## config.mk

```make
export PLATFORM = sky130hd
export DESIGN_NAME = cva6_clic_irq_arbiter
export DESIGN_NICKNAME = d
export VERILOG_FILES = /design/src/rtl/cva6_clic_irq_arbiter.sv
export SDC_FILE = /design/constraint.sdc
export NUM_CORES = 2
export LEC_CHECK = 0
export CELL_PAD_IN_SITES_DETAIL_PLACEMENT = 1
export CELL_PAD_IN_SITES_GLOBAL_PLACEMENT = 1
export CORE_AREA = 2 2 313 315
export DETAILED_ROUTE_END_ITERATION = 8
export DIE_AREA = 0 0 315 317
export GPL_ROUTABILITY_DRIVEN = 0
export PLACE_DENSITY = 0.75
export SLEW_MARGIN = 20
export SYNTH_ARGS = -nofsm -noshare
export SYNTH_HDL_FRONTEND = slang
export SYNTH_SLANG_ARGS = --single-unit
```

## constraint.sdc

```tcl
create_clock -name clk_i -period 174.3 [get_ports clk_i]
set_clock_uncertainty 0.2 [all_clocks]
set_input_delay 17.43 -clock clk_i [delete_from_list [all_inputs] [get_ports clk_i]]
set_output_delay 17.43 -clock clk_i [all_outputs]
set_load 0.01 [all_outputs]
```

## src/rtl/cva6_clic_irq_arbiter.sv

```systemverilog
// ---------------------------------------------------------------------------
// cva6_clic_irq_arbiter
// Source-side CLIC arbiter placed directly upstream of the core's CLIC
// interrupt controller. Each cycle it finds the best pending, enabled source
// and presents it as a registered valid/id/level/priv request. It tracks
// acceptance through irq_ready_i and pulses irq_clr_o for the accepted
// source. A request that goes stale or is outranked is withdrawn through the
// irq_kill_req_o / irq_kill_ack_i handshake.
//
// Ports
//   clk_i           clock
//   rst_i           synchronous reset, active-high
//   irq_pending_i   per-source pending bit
//   irq_enable_i    per-source enable bit
//   irq_level_i     per-source 8-bit level, source k at [8k+7:8k]
//   irq_priv_i      per-source 2-bit privilege, source k at [2k+1:2k]
//   irq_valid_o     request to core valid
//   irq_id_o        ID of presented request
//   irq_level_o     level of presented request
//   irq_priv_o      privilege of presented request
//   irq_ready_i     core accepted presented request
//   irq_kill_req_o  ask core to drop the presented request
//   irq_kill_ack_i  core confirms the drop
//   irq_clr_o       one-cycle pulse: clear pending of irq_clr_id_o
//   irq_clr_id_o    ID to clear
// ---------------------------------------------------------------------------
module cva6_clic_irq_arbiter #(
    parameter int unsigned NumSrc  = 64,
    parameter int unsigned IdWidth = $clog2(NumSrc)
) (
    input  logic                  clk_i,
    input  logic                  rst_i,
    input  logic [NumSrc-1:0]     irq_pending_i,
    input  logic [NumSrc-1:0]     irq_enable_i,
    input  logic [NumSrc*8-1:0]   irq_level_i,
    input  logic [NumSrc*2-1:0]   irq_priv_i,
    output logic                  irq_valid_o,
    output logic [IdWidth-1:0]    irq_id_o,
    output logic [7:0]            irq_level_o,
    output logic [1:0]            irq_priv_o,
    input  logic                  irq_ready_i,
    output logic                  irq_kill_req_o,
    input  logic                  irq_kill_ack_i,
    output logic                  irq_clr_o,
    output logic [IdWidth-1:0]    irq_clr_id_o
);

    typedef enum logic [1:0] {
        IDLE    = 2'b00,
        PRESENT = 2'b01,
        KILL    = 2'b10
    } state_e;

    state_e               state_r, state_nxt_s;

    logic                 valid_r, valid_nxt_s;
    logic                 kill_req_r, kill_req_nxt_s;
    logic                 clr_r, clr_nxt_s;
    logic [IdWidth-1:0]   clr_id_r, clr_id_nxt_s;
    logic [IdWidth-1:0]   id_r, id_nxt_s;
    logic [7:0]           level_r, level_nxt_s;
    logic [1:0]           priv_r, priv_nxt_s;

    logic [NumSrc-1:0]    cand_s;
    logic                 any_cand_s;
    logic [IdWidth-1:0]   best_id_s;
    logic [9:0]           best_key_s;
    logic [9:0]           latched_key_s;

    // Combinational winner search: highest {priv,level}; ascending scan with a
    // strict compare keeps the lowest ID on equal keys. Reserved priv never wins.
    always_comb begin
        cand_s     = {NumSrc{1'b0}};
        any_cand_s = 1'b0;
        best_id_s  = {IdWidth{1'b0}};
        best_key_s = 10'd0;
        for (int k = 0; k < int'(NumSrc); k++) begin
            cand_s[k] = irq_pending_i[k] & irq_enable_i[k] & (irq_priv_i[2*k +: 2] != 2'b10);
            if (cand_s[k] && (!any_cand_s || ({irq_priv_i[2*k +: 2], irq_level_i[8*k +: 8]} > best_key_s))) begin
                any_cand_s = 1'b1;
                best_id_s  = IdWidth'(k);
                best_key_s = {irq_priv_i[2*k +: 2], irq_level_i[8*k +: 8]};
            end else begin
                any_cand_s = any_cand_s;
            end
        end
    end

    assign latched_key_s = {priv_r, level_r};

    // Next-state and next-output logic of the request FSM.
    always_comb begin
        state_nxt_s    = state_r;
        valid_nxt_s    = valid_r;
        kill_req_nxt_s = kill_req_r;
        clr_nxt_s      = 1'b0;
        clr_id_nxt_s   = clr_id_r;
        id_nxt_s       = id_r;
        level_nxt_s    = level_r;
        priv_nxt_s     = priv_r;
        case (state_r)
            IDLE: begin
                valid_nxt_s    = 1'b0;
                kill_req_nxt_s = 1'b0;
                if (any_cand_s) begin
                    state_nxt_s = PRESENT;
                    valid_nxt_s = 1'b1;
                    id_nxt_s    = best_id_s;
                    level_nxt_s = best_key_s[7:0];
                    priv_nxt_s  = best_key_s[9:8];
                end else begin
                    state_nxt_s = IDLE;
                end
            end
            PRESENT: begin
                // Acceptance outranks any withdrawal decided in the same cycle.
                if (irq_ready_i) begin
                    state_nxt_s  = IDLE;
                    valid_nxt_s  = 1'b0;
                    clr_nxt_s    = 1'b1;
                    clr_id_nxt_s = id_r;
                end else if (!cand_s[id_r] || (best_key_s > latched_key_s)) begin
                    state_nxt_s    = KILL;
                    valid_nxt_s    = 1'b0;
                    kill_req_nxt_s = 1'b1;
                end else begin
                    valid_nxt_s = 1'b1;
                end
            end
            KILL: begin
                // The core may already have taken the request; that counts as
                // an acceptance and must still clear the source.
                if (irq_ready_i) begin
                    state_nxt_s    = IDLE;
                    kill_req_nxt_s = 1'b0;
                    clr_nxt_s      = 1'b1;
                    clr_id_nxt_s   = id_r;
                end else if (irq_kill_ack_i) begin
                    state_nxt_s    = IDLE;
                    kill_req_nxt_s = 1'b0;
                end else begin
                    kill_req_nxt_s = 1'b1;
                end
            end
            default: begin
                state_nxt_s    = IDLE;
                valid_nxt_s    = 1'b0;
                kill_req_nxt_s = 1'b0;
            end
        endcase
    end

    // State and output registers with synchronous reset.
    always_ff @(posedge clk_i) begin
        if (rst_i) begin
            state_r    <= IDLE;
            valid_r    <= 1'b0;
            kill_req_r <= 1'b0;
            clr_r      <= 1'b0;
            clr_id_r   <= {IdWidth{1'b0}};
            id_r       <= {IdWidth{1'b0}};
            level_r    <= 8'h00;
            priv_r     <= 2'b00;
        end else begin
            state_r    <= state_nxt_s;
            valid_r    <= valid_nxt_s;
            kill_req_r <= kill_req_nxt_s;
            clr_r      <= clr_nxt_s;
            clr_id_r   <= clr_id_nxt_s;
            id_r       <= id_nxt_s;
            level_r    <= level_nxt_s;
            priv_r     <= priv_nxt_s;
        end
    end

    assign irq_valid_o    = valid_r;
    assign irq_id_o       = id_r;
    assign irq_level_o    = level_r;
    assign irq_priv_o     = priv_r;
    assign irq_kill_req_o = kill_req_r;
    assign irq_clr_o      = clr_r;
    assign irq_clr_id_o   = clr_id_r;

endmodule
```

==> results.py <==
metrics = {
    "yosys": {
        "synth.area.top_cells": "ha_1 23%, inv_1 7.9%, mux2_2 6.5%",
        "synthDominantCellAreaShare_pct": 23.2,
        "yosys-top-cells-count": "667 x inv_1, 586 x ha_1, 434 x nand2_1",
        "synthFlopType": "dfxtp_1",
        "synth_most_common_cell": "inv_1",
        "synthesis.nets": 6018,
        "synthArstFlopShare_pct": 0,
        "yosysSeqAreaShare_pct": 1.71,
        "post_synth.cell_area_avg_um2": 6.77,
        "netlist_area_um2": 31600,
        "ys_warn_count": 0,
        "synth_cells": 4660,
        "synth_cell_types": 136,
        "yosysTopAreaCell": "ha_1",
        "ys_ff_latch": 27,
        "synth_edf_count": 0,
    },
    "worst_setup_path": {
        "cpMostUsedCell": "a21oi_1",
        "cp_slowest_stage_delay_ns": 0.62,
        "endpoint_kind": "flip-flop",
        "reg2reg_depth": 11,
        "worst-path-max-fanout": 34,
        "startpoint_type": "input port",
        "crit_required_ns": 174.31,
        "path_class": "input port to flip-flop",
        "cp.arrival_ns": 162.82,
        "critical-path-slowest-cell": "or4b_2",
    },
    "routing": {
        "drc": 0,
        "drt_iter0_drc": 2054,
        "ant_nets": 0,
        "vias_per_cell": 5.66,
        "first_pass_iters": 7,
        "routed_wl_mm": 152,
        "num_vias": 38001,
        "wl_per_cell_um": 22.6,
    },
    "timing": {
        "max_freq_mhz": 6.14,
        "finalHoldViolCount": 0,
        "worst_slew_pin_slew_ns": 0.992,
        "fin_crit_sh_pct": 93.4,
        "report.final.slew_viol_count": 0,
        "period_minus_slack_ns": 162.81,
        "finalSetupViolCount": 0,
        "holdWs_ns": 0.278,
        "relSlewSlack_pct": 33.5,
    },
    "finish": {
        "syn_to_final_growth_pct": 31.9,
        "fin_util_pct": 43.2,
        "final_nets": 6775,
        "drive_gt1_share_pct": 8.75,
        "final_cells": 6719,
        "final-seq-area_um2": 542,
        "nFillCells": 12303,
        "multi_input_area_um2": 28200,
    },
    "clock_tree": {
        "clock_latency_ns": 0.27,
        "cts_tree": "built",
        "cts.sink_count": 27,
        "path_clk_slew_ns": 0.08,
        "clockBufferDepth": 2,
        "cts_root_buf": "clkbuf_16",
        "ctsHtreeMaxLevel": 1,
        "cts_made_buffers": 3,
    },
    "global_routing": {
        "grt_use_total_pct": 28.5,
        "grt.overflow.total": 0,
        "antenna_found_initial": 30,
        "grt_start_max_net_pins": 35,
        "grt_pass1_vias": 38592,
        "grt_pass1_wl_mm": 224,
    },
    "floorplan": {
        "core-area_um2": 96300,
        "start_util_pct": 32.8,
        "ios": 797,
        "dieArea_um2": 99900,
        "die_w_um": 315,
        "rows": 114,
        "die_h_um": 317,
    },
    "placed_design": {
        "placed_cells": 6630,
        "dp_hpwl_mm": 133,
        "portBuffers": 796,
    },
    "outcome": {
        "status": "finished clean",
    },
    "flow_run": {
        "max-cap-violations": 0,
    },
    "min_path": {
        "hold_path.class": "flip-flop to flip-flop",
        "hold-path-cell-count": 2,
    },
}
==> sequential cells by signal, summed over array words and instances, names as in the netlist <==
name,count
irq_kill_req_o,1
irq_clr_o,1
state_r,2
irq_level_o,8
irq_id_o,6
irq_clr_id_o,6
irq_valid_o,1
irq_priv_o,2
==> metrics by stage <==
| stage | setup WS, ns | setup TNS, ns | area, µm² |
|---|---|---|---|
| after global placement | 5.05 | 0 | 40600 |
| after detailed placement | 0.607 | 0 | 40600 |
| final | 11.49 | 0 | 41600 |
| after global routing | -0.834 | -3.26 | 41600 |
| after floorplan | 20.62 | 0 | 31600 |
| after CTS | 0.351 | 0 | 40700 |
==> worst paths after layout <==
check	start	to	slack, ns
worst max-delay path	irq_priv_i[0]	irq_valid_o	11.49
worst min-delay path	irq_clr_id_o[3]	irq_clr_id_o[3]	0.28
worst max register to register	irq_id_o[1]	irq_valid_o	170.29
worst min register to register	irq_clr_id_o[3]	irq_clr_id_o[3]	0.28
==> layout by cell type, fill, tap and decap left out, types with 32 or more instances in the layout <==
cell and count:
a211oi_1 36, a21o_1 116, a21oi_1 375, a31oi_1 61, and3_1 41, buf_4 77, clkdlybuf4s50_1 796, ha_1 586
inv_1 666, mux2_2 183, mux2i_1 101, nand2_1 425, nand2b_1 50, nand3_1 110, nand4_1 83, nor2_1 395
nor2b_1 95, nor3_1 75, o211ai_1 93, o21a_1 51, o21ai_0 330, xnor2_1 32
==> layer usage <==
metal	vias to the layer above	track usage, %	wire length (µm)
li1	18354	-	-
met1	18447	35.3	65300
met2	982	52.3	75700
met3	204	2.70	6430
met4	14	7.72	4380
met5	-	0	91
==> cell families (layout without fill, tap and decap cells) <==
group,count (synthesis),in the layout,share of synthesized area [%]
buffers and inverters,804,1553,10.6
AO/OA/AOI/OAI,1402,1407,28.9
adder cells (fa/ha/maj),588,588,23.3
other,0,27,0
flip-flops,27,27,1.71
AND/OR/NAND/NOR,1485,1486,22.8
multiplexers,314,315,11.5
XOR/XNOR,40,40,1.11
==> final cells by class <==
cell class	instances	area share, %
multi-input combinational	3836	67.8
inverter	673	6.07
timing repair buffer	876	20.6
sequential	27	1.30
clock buffer	3	0.180
tap	1276	3.84
clock inverter	1	0.0120
antenna	27	0.162
==> critical path, delay by kind of cell <==
kind            cells  cell delay (ns)
mux                56            18.35
simple gates      333            54.94
fa+ha+maj         102            28.35
buf+inv           135            18.01
compound gates    529           103.29
==> what timing repair did <==
item | in CTS | in global routing
hold buffers | 0 | 0
gates resized for setup | 0 | 97
endpoints found under the setup margin | 0 | 20
setup buffers | 0 | 50
Power is left out: the tool's default activity adds up to more than one toggle a clock period on the data nets, which glitch-free logic cannot reach.
